$ cat src/rtl/lift_ctrl_n.sv
`default_nettype none
// ============================================================================
// Module   : lift_ctrl_n
// Brief    : N-floor collective (SCAN) lift controller with door dwell and
//            emergency stop; LIFT_PARK_EN adds idle park-to-ground.
// Revision : 1.0
// ============================================================================
module lift_ctrl_n #(
    parameter int FLOORS      = 4,
    parameter int MOVE_CYCLES = 4,
    parameter int DOOR_CYCLES = 8,
    parameter int PARK_CYCLES = 32
) (
    input  logic                      clk,
    input  logic                      rst,
    input  logic [FLOORS-1:0]         call_req,
    input  logic                      door_block,
    input  logic                      estop,
    output logic [$clog2(FLOORS)-1:0] floor,
    output logic [FLOORS-1:0]         pending,
    output logic                      motor_on,
    output logic                      dir_up,
    output logic                      door_open,
    output logic                      arrive,
    output logic                      fault
);
    localparam int FW = $clog2(FLOORS);
    localparam int MW = $clog2(MOVE_CYCLES + 1);
    localparam int DW = $clog2(DOOR_CYCLES + 1);

    localparam logic [2:0] IDLE    = 3'd0;
    localparam logic [2:0] MOVE_UP = 3'd1;
    localparam logic [2:0] MOVE_DN = 3'd2;
    localparam logic [2:0] DOOR    = 3'd3;
    localparam logic [2:0] ESTOP   = 3'd4;

    if (FLOORS < 2 || FLOORS > 16 || MOVE_CYCLES < 1 || DOOR_CYCLES < 1 || PARK_CYCLES < 1) begin : g_param_check
        $error("lift_ctrl_n: parameter out of range");
    end

    function automatic logic any_above(input logic [FLOORS-1:0] p, input logic [FW-1:0] f);
        logic r;
        r = 1'b0;
        for (int i = 0; i < FLOORS; i++) begin
            if (i > int'(f) && p[i]) r = 1'b1;
        end
        return r;
    endfunction

    function automatic logic any_below(input logic [FLOORS-1:0] p, input logic [FW-1:0] f);
        logic r;
        r = 1'b0;
        for (int i = 0; i < FLOORS; i++) begin
            if (i < int'(f) && p[i]) r = 1'b1;
        end
        return r;
    endfunction

    logic [2:0]        state, state_n;
    logic [MW-1:0]     move_cnt, move_n;
    logic [DW-1:0]     dwell, dwell_n;
    logic [FW-1:0]     floor_n, next_floor;
    logic [FLOORS-1:0] pending_n, clr, absorb;
    logic              motor_n, dir_n, door_n, arrive_n, fault_n;
    logic              req_up, req_dn, ahead, park_hold;

    assign req_up     = any_above(pending, floor);
    assign req_dn     = any_below(pending, floor);
    assign next_floor = (state == MOVE_UP) ? floor + FW'(1) : floor - FW'(1);
    assign ahead      = (state == MOVE_UP) ? any_above(pending, next_floor)
                                           : any_below(pending, next_floor);

`ifdef LIFT_PARK_EN
    localparam int PW = $clog2(PARK_CYCLES + 1);
    logic [PW-1:0] park_cnt, park_n;
    logic          parking, park_start;

    // A parking trip only continues while nobody has asked for service.
    assign park_hold = parking && (pending == '0);
`else
    assign park_hold = 1'b0;
`endif

    always_comb begin
        state_n  = state;
        floor_n  = floor;
        move_n   = move_cnt;
        dwell_n  = dwell;
        motor_n  = motor_on;
        dir_n    = dir_up;
        door_n   = door_open;
        arrive_n = 1'b0;
        fault_n  = fault;
        clr      = '0;
        absorb   = '0;
`ifdef LIFT_PARK_EN
        park_n     = '0;
        park_start = 1'b0;
`endif
        case (state)
            IDLE: begin
                if (pending[floor]) begin
                    state_n  = DOOR;
                    clr      = FLOORS'(1) << floor;
                    door_n   = 1'b1;
                    arrive_n = 1'b1;
                    dwell_n  = DW'(DOOR_CYCLES);
                end else if ((dir_up && req_up) || (!dir_up && !req_dn && req_up)) begin
                    state_n = MOVE_UP;
                    dir_n   = 1'b1;
                    motor_n = 1'b1;
                    move_n  = '0;
                end else if (req_dn) begin
                    state_n = MOVE_DN;
                    dir_n   = 1'b0;
                    motor_n = 1'b1;
                    move_n  = '0;
                end else begin
`ifdef LIFT_PARK_EN
                    if (floor != '0) begin
                        if (park_cnt == PW'(PARK_CYCLES - 1)) begin
                            state_n    = MOVE_DN;
                            dir_n      = 1'b0;
                            motor_n    = 1'b1;
                            move_n     = '0;
                            park_start = 1'b1;
                        end else begin
                            park_n = park_cnt + PW'(1);
                        end
                    end
`endif
                end
            end
            MOVE_UP, MOVE_DN: begin
                if (move_cnt == MW'(MOVE_CYCLES - 1)) begin
                    floor_n = next_floor;
                    move_n  = '0;
                    if (park_hold) begin
                        if (next_floor == '0) begin
                            state_n = IDLE;
                            motor_n = 1'b0;
                        end
                    end else if (pending[next_floor]) begin
                        state_n  = DOOR;
                        clr      = FLOORS'(1) << next_floor;
                        motor_n  = 1'b0;
                        door_n   = 1'b1;
                        arrive_n = 1'b1;
                        dwell_n  = DW'(DOOR_CYCLES);
                    end else if (!ahead) begin
                        state_n = IDLE;
                        motor_n = 1'b0;
                    end
                end else begin
                    move_n = move_cnt + MW'(1);
                end
            end
            DOOR: begin
                // Calls at the open floor are served by the open door itself.
                absorb = FLOORS'(1) << floor;
                if (door_block || call_req[floor]) begin
                    dwell_n = DW'(DOOR_CYCLES);
                end else if (dwell <= DW'(1)) begin
                    state_n = IDLE;
                    door_n  = 1'b0;
                    dwell_n = '0;
                end else begin
                    dwell_n = dwell - DW'(1);
                end
            end
            ESTOP: begin
                if (!estop) begin
                    state_n = IDLE;
                    fault_n = 1'b0;
                end
            end
            default: begin
                state_n = IDLE;
            end
        endcase

        if (estop) begin
            state_n  = ESTOP;
            floor_n  = floor;
            dir_n    = dir_up;
            clr      = '0;
            absorb   = '0;
            motor_n  = 1'b0;
            door_n   = 1'b0;
            arrive_n = 1'b0;
            fault_n  = 1'b1;
            move_n   = '0;
            dwell_n  = '0;
`ifdef LIFT_PARK_EN
            park_n     = '0;
            park_start = 1'b0;
`endif
        end

        pending_n = (pending | (call_req & ~absorb)) & ~clr;
    end

    always_ff @(posedge clk or posedge rst) begin
        if (rst) begin
            state     <= IDLE;
            floor     <= '0;
            pending   <= '0;
            motor_on  <= 1'b0;
            dir_up    <= 1'b1;
            door_open <= 1'b0;
            arrive    <= 1'b0;
            fault     <= 1'b0;
            move_cnt  <= '0;
            dwell     <= '0;
        end else begin
            state     <= state_n;
            floor     <= floor_n;
            pending   <= pending_n;
            motor_on  <= motor_n;
            dir_up    <= dir_n;
            door_open <= door_n;
            arrive    <= arrive_n;
            fault     <= fault_n;
            move_cnt  <= move_n;
            dwell     <= dwell_n;
        end
    end

`ifdef LIFT_PARK_EN
    always_ff @(posedge clk or posedge rst) begin
        if (rst) begin
            park_cnt <= '0;
            parking  <= 1'b0;
        end else begin
            park_cnt <= park_n;
            parking  <= park_start || (parking && state_n == MOVE_DN && pending == '0);
        end
    end
`endif

endmodule
`default_nettype wire

$ cat config.mk
export PLATFORM = sky130hd
export DESIGN_NAME = lift_ctrl_n
export DESIGN_NICKNAME = d
export VERILOG_FILES = /design/src/rtl/lift_ctrl_n.sv
export SDC_FILE = /design/constraint.sdc
export NUM_CORES = 1
export LEC_CHECK = 0
export CORE_MARGIN = 5
export CORE_UTILIZATION = 50
export CTS_CLUSTER_DIAMETER = 30
export DETAILED_ROUTE_END_ITERATION = 8
export PLACE_DENSITY = 0.7
export SYNTH_ARGS = -nofsm -noshare
export SYNTH_HDL_FRONTEND = slang
export SYNTH_SLANG_ARGS = --single-unit
$ cat constraint.sdc
create_clock -name clk -period 6.1 [get_ports clk]
set_input_delay 0.61 -clock clk [delete_from_list [all_inputs] [get_ports clk]]
set_output_delay 0.61 -clock clk [all_outputs]
set_load 0.02 [all_outputs]
==> results of run 1 <==
[worst paths after layout]
path / to / cells past startpoint / startpoint
max in group asynchronous: state[1] / 2 / rst
worst min register to register: fault / 1 / fault
worst max register to register: state[1] / 7 / floor[0]
min in group asynchronous: state[0] / 2 / rst
worst max-delay path: state[1] / 7 / floor[0]
worst min-delay path: fault / 1 / fault
[critical path, stage by stage, from the launching register on]
cell,delay (ns)
sky130_fd_sc_hd__dfrtp_1,0.67
sky130_fd_sc_hd__inv_2,0.14
sky130_fd_sc_hd__ha_1,0.40
sky130_fd_sc_hd__xnor2_2,0.29
sky130_fd_sc_hd__mux4_2,0.44
sky130_fd_sc_hd__o41ai_2,0.41
sky130_fd_sc_hd__a211o_2,0.19
sky130_fd_sc_hd__mux2_1,0.31
[cell usage after synthesis, drive strengths merged (2+ instances only)]
| library cell | instances | share of area [%] |
|---|---|---|
| nor2 | 13 | 3.5 |
| dfrtp | 20 | 35 |
| o31ai | 3 | 1.6 |
| and3b | 2 | 1.2 |
| o21ai | 12 | 4.3 |
| clkbuf | 3 | 0.80 |
| o221a | 2 | 1.6 |
| xnor2 | 3 | 2.4 |
| inv | 11 | 2.9 |
| mux4 | 3 | 4.8 |
| nor3 | 4 | 1.4 |
| nand2 | 20 | 5.3 |
| nand2b | 4 | 1.8 |
| nand3 | 2 | 0.71 |
| nor2b | 2 | 0.89 |
| ha | 9 | 8.0 |
| buf | 2 | 0.71 |
| a21boi | 2 | 1.1 |
| mux2 | 2 | 1.6 |
| nor3b | 2 | 1.9 |
| a21o | 2 | 1.1 |
| a21oi | 13 | 4.6 |
[routing by layer]
layer,global-route usage (%),part of all wire (%),vias to the layer above
met5,0,0,-
met4,4.244,1.6,0
met3,4.440,4.9,8
met2,26.92,48,33
met1,23.58,46,584
li1,-,-,584
[per-stage QoR]
| stage | std cells | hold slack [ns] |
|---|---|---|
| after global placement | 198 | 0.4659 |
| after floorplan | 154 | 0.4486 |
| after CTS | 202 | 0.4921 |
| after detailed placement | 198 | 0.4654 |
| after global routing | 202 | 0.5258 |
| final | 202 | 0.4883 |
[layout make-up]
class | count | area, um2 | area share (%)
tap | 31 | 38.79 | 2.370
timing repair buffer | 18 | 180.2 | 11.01
sequential | 21 | 526.8 | 32.19
clock inverter | 1 | 5.005 | 0.3058
clock buffer | 3 | 22.52 | 1.376
inverter | 11 | 41.29 | 2.523
multi-input combinational | 117 | 822.0 | 50.23
[flip-flops by register name, indices dropped and copies added, names as in the netlist]
register,cells
move_cnt,3
dir_up,1
motor_on,1
arrive,1
pending,4
dwell,4
door_open,1
fault,1
floor,2
state,3
[cells by family after synthesis]
| family | Yosys count | share of synthesized area (%) |
|---|---|---|
| AO/OA/AOI/OAI | 44 | 21.10 |
| XOR/XNOR | 4 | 3.015 |
| adder cells (fa/ha/maj) | 9 | 7.979 |
| buffers and inverters | 16 | 4.433 |
| flip-flops | 21 | 37.32 |
| multiplexers | 6 | 7.092 |
| AND/OR/NAND/NOR | 54 | 19.06 |
[power groups by stage]
| stage | clock, mW | combinational (mW) | sequential, mW |
|---|---|---|---|
| 2_1_floorplan | 0 | 0.118 | 0.192 |
| 3_3_place_gp | 0 | 0.167 | 0.190 |
| 3_5_place_dp | 0 | 0.171 | 0.192 |
| 4_1_cts | 0.0692 | 0.172 | 0.190 |
| 5_1_grt | 0.0763 | 0.189 | 0.195 |
| 6_report | 0.0671 | 0.171 | 0.190 |
==> results.md, run 1 <==
Worst setup path:
- The endpoint kind of the worst setup timing path is a register.
- The required time reported for the critical path endpoint is approximately 6.3 ns.
- Along the worst path, the maximum fanout reaches 12.
- The data arrival at the endpoint of the critical path is ~3.2 ns.
- The worst setup path is launched from a register.
- The worst setup path is of the register to register kind.
- The worst register-to-register path has a setup slack of approximately 3.1 ns.

STA:
- The fmax is 0.3385 GHz.
- The post-route worst setup slack is 3.146 ns.
- The final setup TNS is 0 ns.
- At the pin with the least slew margin, the transition time is between 0.7 and 0.8 ns.
- The final setup violation count is 0.
- The final worst clock skew is approximately 0.0061 ns.
- Setup repair after global routing left no endpoint under its margin.
- The portion of the clock cycle consumed by the worst path in the final layout is approximately 48%.
- The final number of max-transition violations came to 0.
- The clock period could shrink to 2.954 ns.
- The total count of hold-check failures in the final report was 0.
- The worst pin sits at a relative slew slack of approximately half.

Die:
- The floorplan has 19 rows.
- The die covers approximately 0.004 mm2.
- Once the floorplan was initialized, standard cells occupied 51.62% of the core.
- The die height is around 63 um.
- The area of the core is around 0.0027 mm2.
- The number of top-level design ports is 19.
- The floorplan step set the die width to between 60 and 70 um.

Global routing:
- Entering global routing, the biggest net connects 22 pins.
- The via count of the first global-routing pass was approximately 1.2k.
- Summed over all layers, the global routing overflow is 0.
- For this run, the total global-route usage over all layers was measured as around 17%.
- The first global-routing pass estimated around 5500 um of wire.
- The initial antenna violation count is 0.

Power:
- The switching portion of total power is between 30 and 40%.
- Sequential cells burn approximately 44% of the power.
- Cell internal power was estimated by the tool at around 260 uW.
- The power share of the clock group is 15.7%.
- The total chip power is about 430 uW.
- In this run, the combinational gates consume 40.0% of the power.
- For this design the static power due to leakage is 0.6887 nW.
- VDD sags by at most ~0.23 mV.
- The switching power of the nets is roughly 170 uW.
- The power density normalized to cell area is ~260 mW/mm2.

Synth:
- Summing the sequential cell areas from Yosys gives between 30% and 40% of the chip area.
- The synthesized flop and latch total is 21.
- The fraction of registers with async set/reset is between 90% and 100%.
- The area of the mapped netlist is between 0.001 and 0.0015 mm2.
- During synthesis, Yosys emitted a total of 0 warnings.
- The netlist uses 44 different library cells.
- The post-synthesis net count is between 150 and 200.
- The most used flip-flop cell after synthesis is sky130_fd_sc_hd__dfrtp_1.
- Counting flops with a built-in enable in the synthesized netlist gives 0.
- The synthesized netlist cell count is 154.
- The mean cell area of the mapped netlist is just over 9 um2.

Layout:
- In the final layout, the share of cells above drive strength 1 is a little under a tenth.
- The filler cells instantiated in the layout total 238.
- In the layout the commonest cells are sky130_fd_sc_hd__nand2_1, sky130_fd_sc_hd__dfrtp_1, sky130_fd_sc_hd__clkdlybuf4s50_1.
- After the last flow step, the layout net total stands at between 150 and 200.
- The synthesis-to-finish area growth is 15.96%.
- The number of antenna diodes in the final layout is 0.
- The post-route core utilization is around 60%.
- After routing the design area is about 0.0016 mm2.

Job:
- The tool flagged a number of max-cap violations equal to 0.

Clocking:
- The longest clock path from root to sink contains 2 buffers.
- The clock tree from TritonCTS is built.
- The root cell of the clock tree is sky130_fd_sc_hd__clkbuf_4.
- The post-cts sizing count is 0.
- The hold buffer count at CTS is 0.
- The later pin in the worst-skew pair is clocked with a latency of roughly 0.3 ns.
- Buffers inserted during clock tree synthesis total 3.
- The clock drives 21 sinks.
- Clock-pin slew was measured on the worst setup and hold paths at roughly 0.11 ns.
- The number of H-tree branching levels is 1.
- The buffer count from post-CTS setup fixing is 0.

Detailed routing:
- The detailed router finished its first iteration with 80 violations.
- The wire length per cell is roughly 15 um.
- The total detailed-routing wirelength is 3109 um.
- In the routed layout, each cell is associated on average with a via count of 5.985.
- The post-route DRC violation count is 0.
- Once detail routing completed, the nets flagged for antenna violations numbered 0.
- The number of search-and-repair iterations in the first detailed-routing pass is 4.
- The final route contains ~1.2k vias.

Placement:
- The placer congestion estimate is between 0.8 and 0.9.
- Before CTS, the worst setup slack after placement is between 3 and 4 ns.
- Summing all placed instances gives a cell area of 0.001609 mm2.
- Input and output buffers added on the ports amount to 18.
- The detailed placement HPWL is 2346 um.

Worst hold path:
- In this run the worst hold path is classified as register to register.

Outcome:
- The run finished with clean final reports.
No activity file was read; power rests on OpenSTA's default activity.
==> inputs of run 2 (changes only) <==
- clock period: 6.1 -> 2.9 ns (I/O delays scaled with it)
==> run 2 against run 1 <==
  * Clock skew down 0.0018 ns
  * Die area unchanged
  * Register-to-register slack worse by 2.8 ns
  * Non-clock buffer count up 3
  * Core utilization up 0.78 points
  * First-iteration DRC count down 1.3%
  * Sequential share of layout area down 0.41 points
  * Setup slack worse by 2.8 ns
  * Fmax up 15%
  * Largest power group is now combinational logic
  * Highest routed layer unchanged
==> results.md, run 2 (same netlist as run 1, synthesis figures left out) <==
Worst setup path:
- The signal on the critical path passes through inv_2 -> ha_1 -> xnor2_2 -> mux4_2 -> o41ai_2 -> a211o_2 -> mux2_1.
- STA classifies the critical path startpoint as a register.
- The largest single stage delay on the critical path is around 0.43 ns.
- The buffers plus inverters on the worst setup path is 1.
- The biggest fanout along the worst timing path is 6.
- The endpoint kind of the worst setup timing path is a register.
- Data on the critical path is required at its endpoint by around 3.1 ns.
- Among all stages on the critical path, the largest delay is contributed by sky130_fd_sc_hd__mux4_2.
- The category of cells accounting for the largest share of critical-path delay is multiplexers.
- The data arrival at the endpoint of the critical path is 2.77 ns.
- The kind of critical path is register to register.

Die:
- The number of core rows is 19.
- The floorplan step defined a core boundary enclosing roughly 0.0027 mm2.
- Once the floorplan was initialized, standard cells occupied around half of the core.
- The die covers around 0.004 mm2.
- The overall die width is around 63 um.
- The number of top-level design ports is 19.
- From bottom edge to top edge, the die measures 63.13 um.

Clocking:
- The number of buffers added by the clock tree synthesis step is 3.
- Buffers added to address setup during post-CTS repair amount to 0.
- The clock tree from TritonCTS is built.
- Hold repair after CTS inserted 0 buffers.
- The clock-pin slew reported for the worst setup and hold paths after clock tree synthesis is between 0.1 and 0.15 ns.
- The number of buffers on the longest clock path is 2.
- In this run the number of H-tree levels came out at 1.
- The TritonCTS sink count is 21.
- In this run, post-CTS repair resized a total of 0 instances.
- The source-to-sink clock delay at the later pin of the worst-skew pair is between 0.3 and 0.4 ns.
- The tree is rooted in a sky130_fd_sc_hd__clkbuf_4.

Power:
- Registers are responsible for between 40% and 50% of the overall power.
- The worst-case IR drop observed on VDD is a little under 0.4 mV.
- Net switching is about two fifths of the power.
- The internal portion of the total power is roughly 560 uW.
- The total chip power is 917.0 uW.
- In this run, the combinational gates consume a little over two fifths of the power.
- In this run, the clock network consumes about 16% of the power.
- The leakage power figure is 0.7017 nW.
- Dividing total power by cell area gives a power density of roughly 550 mW/mm2.
- In this run the power spent charging and discharging nets is 359.4 uW.

Job:
- The count of max-cap constraint violations is 0.

Outcome:
- The run finished with clean final reports.

STA:
- The final setup TNS is 0 ns.
- The total count of hold-check failures in the final report is 0.
- For the pin with the worst max-slew slack, the measured transition is ~0.81 ns.
- The final period demand of the worst path is 2.568 ns.
- The final number of max-transition violations came to 0.
- The worst hold slack across all endpoints is between 0.4 and 0.5 ns.
- Dividing the final minimum period by the clock period gives about nine tenths.
- The fmax is between 0.3 and 0.4 GHz.
- Setup repair after global routing left no endpoint under its margin.
- Setup violations remaining at the end of the flow were counted as 0.
- Setup slack closes at 0.3321 ns.
- The normalized max-slew margin is 46.23%.
- The clock arrives with 0.004348 ns of skew.

Global routing:
- After global routing, the most crowded layer is met2.
- The first global-routing pass estimated 5402 um of wire.
- The fraction of met2 tracks used by global routing is between 20% and 30%.
- The initial antenna violation count is 0.
- Global routing finished with a remaining overflow of 0.
- Across every metal layer, demand over resource in global routing totals about 17%.
- Global routing used between 2 and 3% of the available met3 tracks.
- The maximum number of pins on one net before global-route repair is 22.
- The via count of the first global-routing pass is ~1.1k.
- In the global route stage, met1 resource usage came out at between 20% and 30%.

Placement:
- The detailed placement HPWL is between 2000 and 2500 um.
- The number of placed cells counting well taps is roughly 200.
- The placer congestion estimate is roughly 0.83.
- During placement, the flow inserted port buffers numbering 18.
- The worst slack at placement is 0.3647 ns.

Detailed routing:
- For this block, the routed nets add up to 3203 um of wire.
- The post-route DRC violation count is 0.
- Once detail routing completed, the nets flagged for antenna violations numbered 0.
- After detailed routing, the number of vias per cell comes to between 5 and 6.
- The number of search-and-repair iterations in the first detailed-routing pass is 4.
- The wire length per cell is 15.62 um.
- The routed via count is 1164.
- For this block, the initial DRC count from the detailed router was between 70 and 80.

Layout:
- The library cells used most frequently in the layout, excluding fill and tap cells, are sky130_fd_sc_hd__nand2_1, sky130_fd_sc_hd__dfrtp_1, sky130_fd_sc_hd__clkdlybuf4s50_1.
- Cells with a size suffix above 1 make up between 10% and 20% of the layout.
- The final layout contains around 190 nets.
- From synthesis to final layout, the design area changed by 17.46%.
- The final cell count without fillers is slightly above 200.
- The number of antenna diodes in the final layout is 0.
- The largest registers in the layout are dwell (4), pending (4).

Worst hold path:
- The min-delay analysis places its worst path in the category primary input to asynchronous set/reset pin.
## run 2: changes by cell type in the layout (fill, tap and decap cells not counted)
cell / before / now
sky130_fd_sc_hd__buf_4: 0 / 3
sky130_fd_sc_hd__clkbuf_1: 0 / 1
sky130_fd_sc_hd__clkinv_2: 1 / 0
## run 2: metrics by stage
stage | instance area [um2] | utilization, %
CTS | 1658 | 60.64
floorplan | 1411 | -
detailed placement | 1632 | 59.68
finish | 1658 | 60.64
global placement | 1632 | 59.68
global route | 1658 | 60.64
## run 2: power by group through the flow
| stage | Clock (mW) | Sequential [mW] | Combinational [mW] |
|---|---|---|---|
| 2_1_floorplan | 0 | 0.405 | 0.248 |
| 3_3_place_gp | 0 | 0.385 | 0.377 |
| 3_5_place_dp | 0 | 0.390 | 0.387 |
| 4_1_cts | 0.150 | 0.384 | 0.388 |
| 5_1_grt | 0.167 | 0.391 | 0.424 |
| 6_report | 0.145 | 0.383 | 0.388 |
## run 2: path summary, 6_finish.rpt
path | start | end | slack (ns) | depth (start not counted)
max | floor[0] | state[1] | 0.33 | 7
min | rst | move_cnt[0] | 0.42 | 2
max reg2reg | floor[0] | state[1] | 0.33 | 7
min reg2reg | move_cnt[2] | move_cnt[2] | 0.50 | 1
max in group asynchronous | rst | pending[3] | 1.98 | 2
min in group clk | move_cnt[2] | move_cnt[2] | 0.50 | 1
## run 2: layout make-up
| cell class | instances | area, um2 |
|---|---|---|
| timing repair buffer | 21 | 202.7 |
| inverter | 11 | 41.29 |
| clock buffer | 4 | 26.28 |
| multi-input combinational | 117 | 822.0 |
| fill | 238 | 1076 |
| sequential | 21 | 526.8 |
| tap | 31 | 38.79 |
## run 2: per-layer routing
layer,up-vias,part of all wire [%]
li1,587,-
met1,546,48
met2,27,47
met3,4,3.8
met4,0,0.69
met5,-,0
## run 2: worst reg2reg max path, cell delays in order (launching register included)
cell                      delay [ns]
sky130_fd_sc_hd__dfrtp_1        0.38
sky130_fd_sc_hd__inv_2          0.07
sky130_fd_sc_hd__ha_1           0.38
sky130_fd_sc_hd__xnor2_2        0.29
sky130_fd_sc_hd__mux4_2         0.43
sky130_fd_sc_hd__o41ai_2        0.41
sky130_fd_sc_hd__a211o_2        0.19
sky130_fd_sc_hd__mux2_1         0.32
